$ cat src/rtl/axis_red_pitaya_adc_dec.sv
// Multi-channel ADC front end: converts inverted ADC codes to two's complement, sums
// cfg_rate consecutive samples per channel and presents the sums on a single-entry AXIS register.
module axis_red_pitaya_adc_dec #(
   parameter int ADC_DATA_WIDTH = 14,
   parameter int CHANNELS       = 2,
   parameter int CNTR_WIDTH     = 16
) (
   input  logic                    aclk,
   input  logic                    areset,
   output logic                    adc_csn,
   input  logic [16*CHANNELS-1:0]  adc_dat,
   input  logic [CNTR_WIDTH-1:0]   cfg_rate,
   input  logic                    m_axis_tready,
   output logic                    m_axis_tvalid,
   output logic [32*CHANNELS-1:0]  m_axis_tdata,
   output logic [31:0]             sts_drop
);
   localparam int ACC_W = ADC_DATA_WIDTH + CNTR_WIDTH;

   // MSB keeps its weight, the remaining bits arrive inverted from the converter.
   function automatic logic signed [ACC_W-1:0] adc_to_signed(input logic [ADC_DATA_WIDTH-1:0] raw);
      logic signed [ADC_DATA_WIDTH-1:0] x;
      x = {raw[ADC_DATA_WIDTH-1], ~raw[ADC_DATA_WIDTH-2:0]};
      return ACC_W'(x);
   endfunction

   function automatic logic [31:0] sext_lane(input logic signed [ACC_W-1:0] v);
      return 32'(v);
   endfunction

   assign adc_csn = 1'b1;

   logic unused_adc_bits;
   assign unused_adc_bits = ^adc_dat;

   // Stage p0: capture the significant bits of each raw ADC word.
   logic [ADC_DATA_WIDTH-1:0] raw_p0 [CHANNELS];
   logic                      vld_p0;

   always_ff @(posedge aclk) begin
      for (int k = 0; k < CHANNELS; k++) begin
         raw_p0[k] <= adc_dat[16*k+15 -: ADC_DATA_WIDTH];
      end
   end

   always_ff @(posedge aclk) begin
      if (areset) vld_p0 <= 1'b0;
      else        vld_p0 <= 1'b1;
   end

   // Stage p1: per-channel accumulation over a window of rate_eff samples.
   logic signed [ACC_W-1:0] x_p0   [CHANNELS];
   logic signed [ACC_W-1:0] acc_p1 [CHANNELS];
   logic signed [ACC_W-1:0] sum_p1 [CHANNELS];
   logic [CNTR_WIDTH-1:0]   cnt_p1;
   logic [CNTR_WIDTH-1:0]   rate_p1;
   logic [CNTR_WIDTH-1:0]   cfg_eff;
   logic [CNTR_WIDTH-1:0]   rate_eff;
   logic                    win_end;

   always_comb begin
      for (int k = 0; k < CHANNELS; k++) begin
         x_p0[k]   = adc_to_signed(raw_p0[k]);
         sum_p1[k] = acc_p1[k] + x_p0[k];
      end
   end

   // At counter 0 a new window begins, so the live cfg_rate applies; otherwise the latched one.
   assign cfg_eff  = (cfg_rate == '0) ? CNTR_WIDTH'(1) : cfg_rate;
   assign rate_eff = (cnt_p1 == '0) ? cfg_eff : rate_p1;
   assign win_end  = vld_p0 && (cnt_p1 == rate_eff - CNTR_WIDTH'(1));

   always_ff @(posedge aclk) begin
      if (areset) begin
         cnt_p1  <= '0;
         rate_p1 <= CNTR_WIDTH'(1);
         for (int k = 0; k < CHANNELS; k++) acc_p1[k] <= '0;
      end else if (vld_p0) begin
         if (cnt_p1 == '0) rate_p1 <= cfg_eff;
         if (win_end) begin
            cnt_p1 <= '0;
            for (int k = 0; k < CHANNELS; k++) acc_p1[k] <= '0;
         end else begin
            cnt_p1 <= cnt_p1 + CNTR_WIDTH'(1);
            for (int k = 0; k < CHANNELS; k++) acc_p1[k] <= sum_p1[k];
         end
      end
   end

   // Stage p2: single-entry output register; a result arriving while stalled is dropped.
   logic [32*CHANNELS-1:0] tdata_p1;

   always_comb begin
      tdata_p1 = '0;
      for (int k = 0; k < CHANNELS; k++) begin
         tdata_p1[32*k +: 32] = sext_lane(sum_p1[k]);
      end
   end

   always_ff @(posedge aclk) begin
      if (areset) begin
         m_axis_tvalid <= 1'b0;
         m_axis_tdata  <= '0;
         sts_drop      <= '0;
      end else if (win_end) begin
         if (!m_axis_tvalid || m_axis_tready) begin
            m_axis_tvalid <= 1'b1;
            m_axis_tdata  <= tdata_p1;
         end else if (sts_drop != 32'hFFFF_FFFF) begin
            sts_drop <= sts_drop + 32'd1;
         end
      end else if (m_axis_tvalid && m_axis_tready) begin
         m_axis_tvalid <= 1'b0;
      end
   end

endmodule

$ cat config.mk
export PLATFORM = sky130hd
export DESIGN_NAME = axis_red_pitaya_adc_dec
export DESIGN_NICKNAME = d
export VERILOG_FILES = /design/src/rtl/axis_red_pitaya_adc_dec.sv
export SDC_FILE = /design/constraint.sdc
export NUM_CORES = 1
export LEC_CHECK = 0
export CAP_MARGIN = 20
export CELL_PAD_IN_SITES_DETAIL_PLACEMENT = 0
export CELL_PAD_IN_SITES_GLOBAL_PLACEMENT = 1
export CORE_MARGIN = 1
export CORE_UTILIZATION = 43
export DETAILED_ROUTE_END_ITERATION = 7
export MAX_ROUTING_LAYER = met4
export PLACE_DENSITY_LB_ADDON = 0.1
export SYNTH_ARGS = -nofsm -noshare
export SYNTH_HDL_FRONTEND = slang
export SYNTH_SLANG_ARGS = --single-unit
$ cat constraint.sdc
create_clock -name aclk -period 5.59 [get_ports aclk]
set_input_delay 0.8385 -clock aclk [delete_from_list [all_inputs] [get_ports aclk]]
set_output_delay 0.8385 -clock aclk [all_outputs]
set_load 0.01 [all_outputs]
After elaboration in Yosys (flattened, before gate mapping):

Memory sizes are Yosys's and may differ from the RTL's.
Cells that the tools add are included.

* register bits after elaboration: 128
* bits in writable memories: 88
* output and inout port bits: 98
* logic and storage cells: 54
* memories kept: 2

Memory list
* acc_p1: words 2, bits a word 30, read ports 2, clocked after Yosys merged registers in 0, write ports 2, RTL line 53 `logic signed [ACC_W-1:0] acc_p1 [CHANNELS];`
* raw_p0: words 2, bits a word 14, read ports 2, clocked after Yosys merged registers in 0, write ports 2, RTL line 37 `logic [ADC_DATA_WIDTH-1:0] raw_p0 [CHANNELS];`

* $add $sub $neg: 5
* equal/unequal tests: 3
* muxes and demuxes: 21
* bitwise logic cells: 7
* reduce and logical (&&, ||, !) cells: 10

Operator list (number)
* 2-to-1 mux 30 bit: 4
* adder 30 x 14 -> 30 bit: 2
* 2-to-1 mux 16 bit: 3
* adder 32 x 1 -> 32 bit (second input constant): 1
* zero test 16 bit: 2
* != test 32 bit (second input constant): 1
* inverter 13 bit: 2
* adder 16 x 1 -> 16 bit (second input constant): 1
* equality test 16 bit: 1
* subtractor 16 x 1 -> 16 bit (second input constant): 1
* 2-to-1 mux 1 bit: 14
* OR 1 bit: 4
* AND reduction 2 bit: 2
* AND reduction 3 bit: 1
* logical AND 1 bit: 2
* != test 2 x 1 -> 1 bit (second input constant): 1
* nonzero test 2 bit: 1
* zero test 1 bit: 1
* logical OR 1 bit: 1
* inverter 1 bit: 1

Longest topological paths before layout:

* depth in word-level cells: 12
* gate-level depth with buffers: 20
* mapped depth without buffers: 17

Worst setup path before layout:

No wires, ideal clock.

* path type: register -> register
* from: register cnt_p1[0]
* to: register sts_drop[26]
* setup time: 123 ps
* data arrival time: 4383 ps
* data required time: 5467 ps
* setup slack: 1083 ps
* stages on the path, launching flop included: 20
* path buffers: 3
* period minus slack after synthesis: 4507 ps
* path through: dfxtp_1 -> inv_1 -> ha_1 -> nor4b_2 -> and4_1 -> buf_6 -> buf_2 -> mux2i_1 -> ha_1 -> nor3b_1 -> nand2_1 -> mux2i_1 -> nor2_1 -> a211o_1 -> a2111oi_2 -> nand4_1 -> buf_6 -> nor4_4 -> nand4_1 -> mux2_1

* longest elaborated chain between the ends: 6

Ends and longest elaborated chain
* start: declaration: RTL line 55 `logic [CNTR_WIDTH-1:0] cnt_p1;`
* start signal: assignment: RTL line 84 `cnt_p1 <= cnt_p1 + CNTR_WIDTH'(1);`
* zero test 16 bit: RTL line 70 `assign rate_eff = (cnt_p1 == '0) ? cfg_eff : rate_p1;`
* 2-to-1 mux 16 bit
* subtractor 16 x 1 -> 16 bit: RTL line 71 `assign win_end = vld_p0 && (cnt_p1 == rate_eff - CNTR_WIDTH'(1));`
* equality test 16 bit (*): RTL line 71
* logical AND 1 bit (*): RTL line 71
* AND reduction 3 bit (no source line) (*)
* end signal: assignment: RTL line 110 `sts_drop <= sts_drop + 32'd1;`
* end: declaration: RTL line 16 `output logic [31:0] sts_drop`

Every way passes the cells marked *; elsewhere a longest branch is shown, timed or not.
A chain may end at the register's enable or synchronous reset.

Worst setup path in the final report:

* from: input cfg_rate[8]
* to: register sts_drop[8]

* longest elaborated chain between the ends: 7

Ends and longest elaborated chain
* start: declaration: RTL line 12 `input logic [CNTR_WIDTH-1:0] cfg_rate,`
* zero test 16 bit: RTL line 69 `assign cfg_eff = (cfg_rate == '0) ? CNTR_WIDTH'(1) : cfg_rate;`
* 2-to-1 mux 16 bit (*): RTL line 69
* 2-to-1 mux 16 bit (*)
* subtractor 16 x 1 -> 16 bit (*): RTL line 71
* equality test 16 bit (*): RTL line 71
* logical AND 1 bit (*): RTL line 71
* AND reduction 3 bit (no source line) (*)

Marked as above.

==> results by group <==
Status
  – Status: finished, final reports clean

Global routing
  – Total Routing Usage GR: 0.217
  – GRT Residual Overflow: 0
  – Antenna violations before repair: 0
  – First-pass GRT wire length: 49,100 um
  – Vias in the first global route: 9,730
  – Pin count of the biggest net entering global routing: 58

Clocking
  – H-tree depth: 1
  – Setup bufs post-CTS: 0
  – Clock root buffer: clkbuf_16
  – CTS clock-pin slew for the worst setup and hold paths: 0.06 ns
  – Post-CTS sizing: 0
  – Clk buf depth: 3
  – # clock sinks: 214
  – CTS buffer count: 25
  – Clk Latency, worst-skew pair: 0.52 ns
  – Hold buffers post-CTS: 0
  – TritonCTS clock tree: done

Drt
  – Via/cell ratio: 5.49
  – Residual DRC count: 0
  – Routed Antenna Nets: 0
  – Via count: 10,100
  – WL final: 29,600 um
  – WL/cell: 16.2 um
  – Drt first-iter violations: 552
  – DRT Pass-1 Iters: 6

Die
  – Initial Util: 0.441
  – IO Pins: 149
  – Die area: 0.0284 mm2
  – Num rows: 60
  – Die H: 168 um
  – Die Wd: 168 um
  – Core box area: 0.0270 mm2

Critical path
  – CP Max Fanout: 14
  – Setup slack, reg-to-reg: 0.71 ns
  – FF-to-FF path depth: 19
  – R2r startpoint: cnt_p1[1]
  – CP Launch Type: input port
  – R2r endpoint: sts_drop[8]
  – Critical path type: in2reg
  – CP required: 6.04 ns
  – Worst endpoint data arrival time: 5.34 ns
  – CP Capture Type: flip-flop

Power and ir drop
  – Tot Pwr: 4.23 mW
  – Lkg Pwr: 5.68 nW
  – PD cells: 290 mW/mm2
  – Max VDD drop: 0.000209 V

Run
  – Total of max-cap violations: 0

Synth
  – Commonest register cell after synthesis: dfxtp_1
  – Mapped Area: 0.0119 mm2
  – Area leader, netlist: dfxtp_1
  – Post-synthesis sequential area ratio: 0.410
  – Post-Synthesis Net Count: 1,458
  – Post-synth top area share: 0.259
  – Synth cell types: 74
  – Most common cell in the netlist: nand2_1
  – Commonest cells in the netlist: 177 x nand2_1, 154 x dfxtp_1, 126 x a21oi_1
  – Dominant cells by area after synthesis: dfxtp_1 26%, edfxtp_1 15%, ha_1 6.5%, nand2_1 5.6%, a21oi_1 5.3%
  – EDFF count, synth: 60
  – Synthesized area per cell: 8.87 um2
  – Ys async rst share: 0
  – Synth Instances: 1,343
  – Flops & latches, synth: 214
  – Synth warn: 0

Timing
  – Crit share post-route: 0.875
  – Final Hold Fails: 0
  – Setup TNS: 0 ns
  – Setup WS post-layout: 0.698 ns
  – Fin. max-slew vios: 0
  – Worst-margin pin slew: 0.850 ns
  – Period minus WS final: 4.89 ns
  – Max Clock Skew: 0.0170 ns
  – Max Clk Rate: 204 MHz
  – Setup Viol. Count Final: 0
  – Slew Limit Headroom: 0.433
  – RSZ-0062 raised after global routing: no

Worst hold path
  – Hold EP: m_axis_tdata[15]
  – Min-delay src: m_axis_tdata[15]
  – Min-delay worst type: reg2reg
  – Hold path depth: 2

Place
  – Routability cong.: 0.848
  – Setup slack after placement: 0.199 ns
  – HPWL reported at the end of detailed placement: 20,200 um
  – # port buffers: 143
  – Area post-placement: 0.0137 mm2

Finish
  – ANT cells: 0
  – Final non-filler cell area: 0.0146 mm2
  – Layout Area Growth over Synthesis: 22.2%
  – Share of post-route cells with drive strength above 1: 0.0731
  – Final #Nets: 1,589
  – Final core occ: 0.538
## cell usage in the layout, fill, tap and decap left out, drive strengths merged, types with 5 or more instances in the layout
cell type and count:
and2 16, buf 29, nor2b 16, a31o 8, edfxtp 60, o31ai 9
nor2 106, a31oi 5, and3 20, or4 6, nand3 43, xnor2 57
nand2 177, clkbuf 39, a211oi 18, a2111oi 7, ha 62, nor4b 39
o21ai 41, nor4 13, clkdlybuf4s50 142, and4 8, mux2i 15, or3 11
a21oi 126, mux2 14, o211ai 6, xor2 30, o21bai 12, nand4 17
a311o 5, a21o 28, nand2b 7, nor3 22, inv 55, o21a 11
dfxtp 154, or2 10
## cells by family (layout without fill, tap and decap cells)
| group | after synthesis | in the layout | share of synthesized area |
|---|---|---|---|
| and+or+nand+nor | 520 | 520 | 0.223 |
| buffers and inverters | 123 | 272 | 0.0447 |
| DFF | 214 | 214 | 0.410 |
| adders and majority gates | 64 | 64 | 0.0685 |
| other | 1 | 1 | 0.000315 |
| muxes | 29 | 29 | 0.0262 |
| xor gates and xnor gates | 87 | 87 | 0.0640 |
| AOI/OAI and AO/OA | 305 | 305 | 0.163 |
## report_power, final
| group | switching (mW) | internal (mW) | total (mW) |
|---|---|---|---|
| Clock | 0.650 | 0.989 | 1.64 |
| Sequential | 0.0395 | 1.68 | 1.72 |
| Combinational | 0.480 | 0.387 | 0.867 |
| Total | 1.17 | 3.06 | 4.23 |
## critical path: stages
cell and delay (ns):
clkdlybuf4s50_1 0.57, nor4_1 0.13, a41oi_1 0.28, nor2_1 0.06, a21oi_1 0.25, ha_1 0.29
nor3b_1 0.39, nand2_1 0.17, mux2i_1 0.20, nor2_1 0.07, a211o_1 0.30, a2111oi_2 0.32
nand4_1 0.18, buf_4 0.24, or3_4 0.47, or4_1 0.42, a21oi_1 0.14
## flip-flops by register name (all words and copies together) (netlist names)
| signal | flops |
|---|---|
| cnt_p1 | 16 |
| acc_p1 | 60 |
| m_axis_tdata | 60 |
| rate_p1 | 16 |
| m_axis_tvalid | 1 |
| sts_drop | 32 |
| vld_p0 | 1 |
| raw_p0 | 28 |
## stage by stage
| step | cells | hold slack, ns |
|---|---|---|
| after floorplan | 1343 | 0.452 |
| after global placement | 1787 | 0.438 |
| after detailed placement | 1787 | 0.444 |
| after CTS | 1832 | 0.451 |
| after global routing | 1833 | 0.458 |
| final | 1833 | 0.445 |
## area by class of cell
class | instances | area (um2)
repair buffers | 171 | 1690
multi-input cells | 1006 | 6510
well taps | 341 | 427
inverters | 56 | 210
clock inverters | 6 | 63.8
fillers | 2550 | 12500
flip-flops and latches | 214 | 4880
clock buffers | 39 | 769
## worst max path at each step
stage,depth (start not counted),to,slack [ns],start
final,17,sts_drop[8],0.70,cfg_rate[8]
after floorplan,19,sts_drop[26],1.08,cnt_p1[0]
after detailed placement,17,sts_drop[8],0.20,cfg_rate[8]
after global placement,17,sts_drop[8],0.27,cfg_rate[8]
after global routing,19,sts_drop[8],0.36,cnt_p1[0]
after CTS,17,sts_drop[8],0.73,cfg_rate[8]
## layer usage
layer / global-route usage / wire length, um / up-vias
li1: - / - / 5078
met1: 0.279 / 13800 / 4739
met2: 0.354 / 13800 / 194
met3: 0.0362 / 1410 / 52
met4: 0.0506 / 583 / 0
met5: - / 0 / -
(Power assumes the default switching activity.)
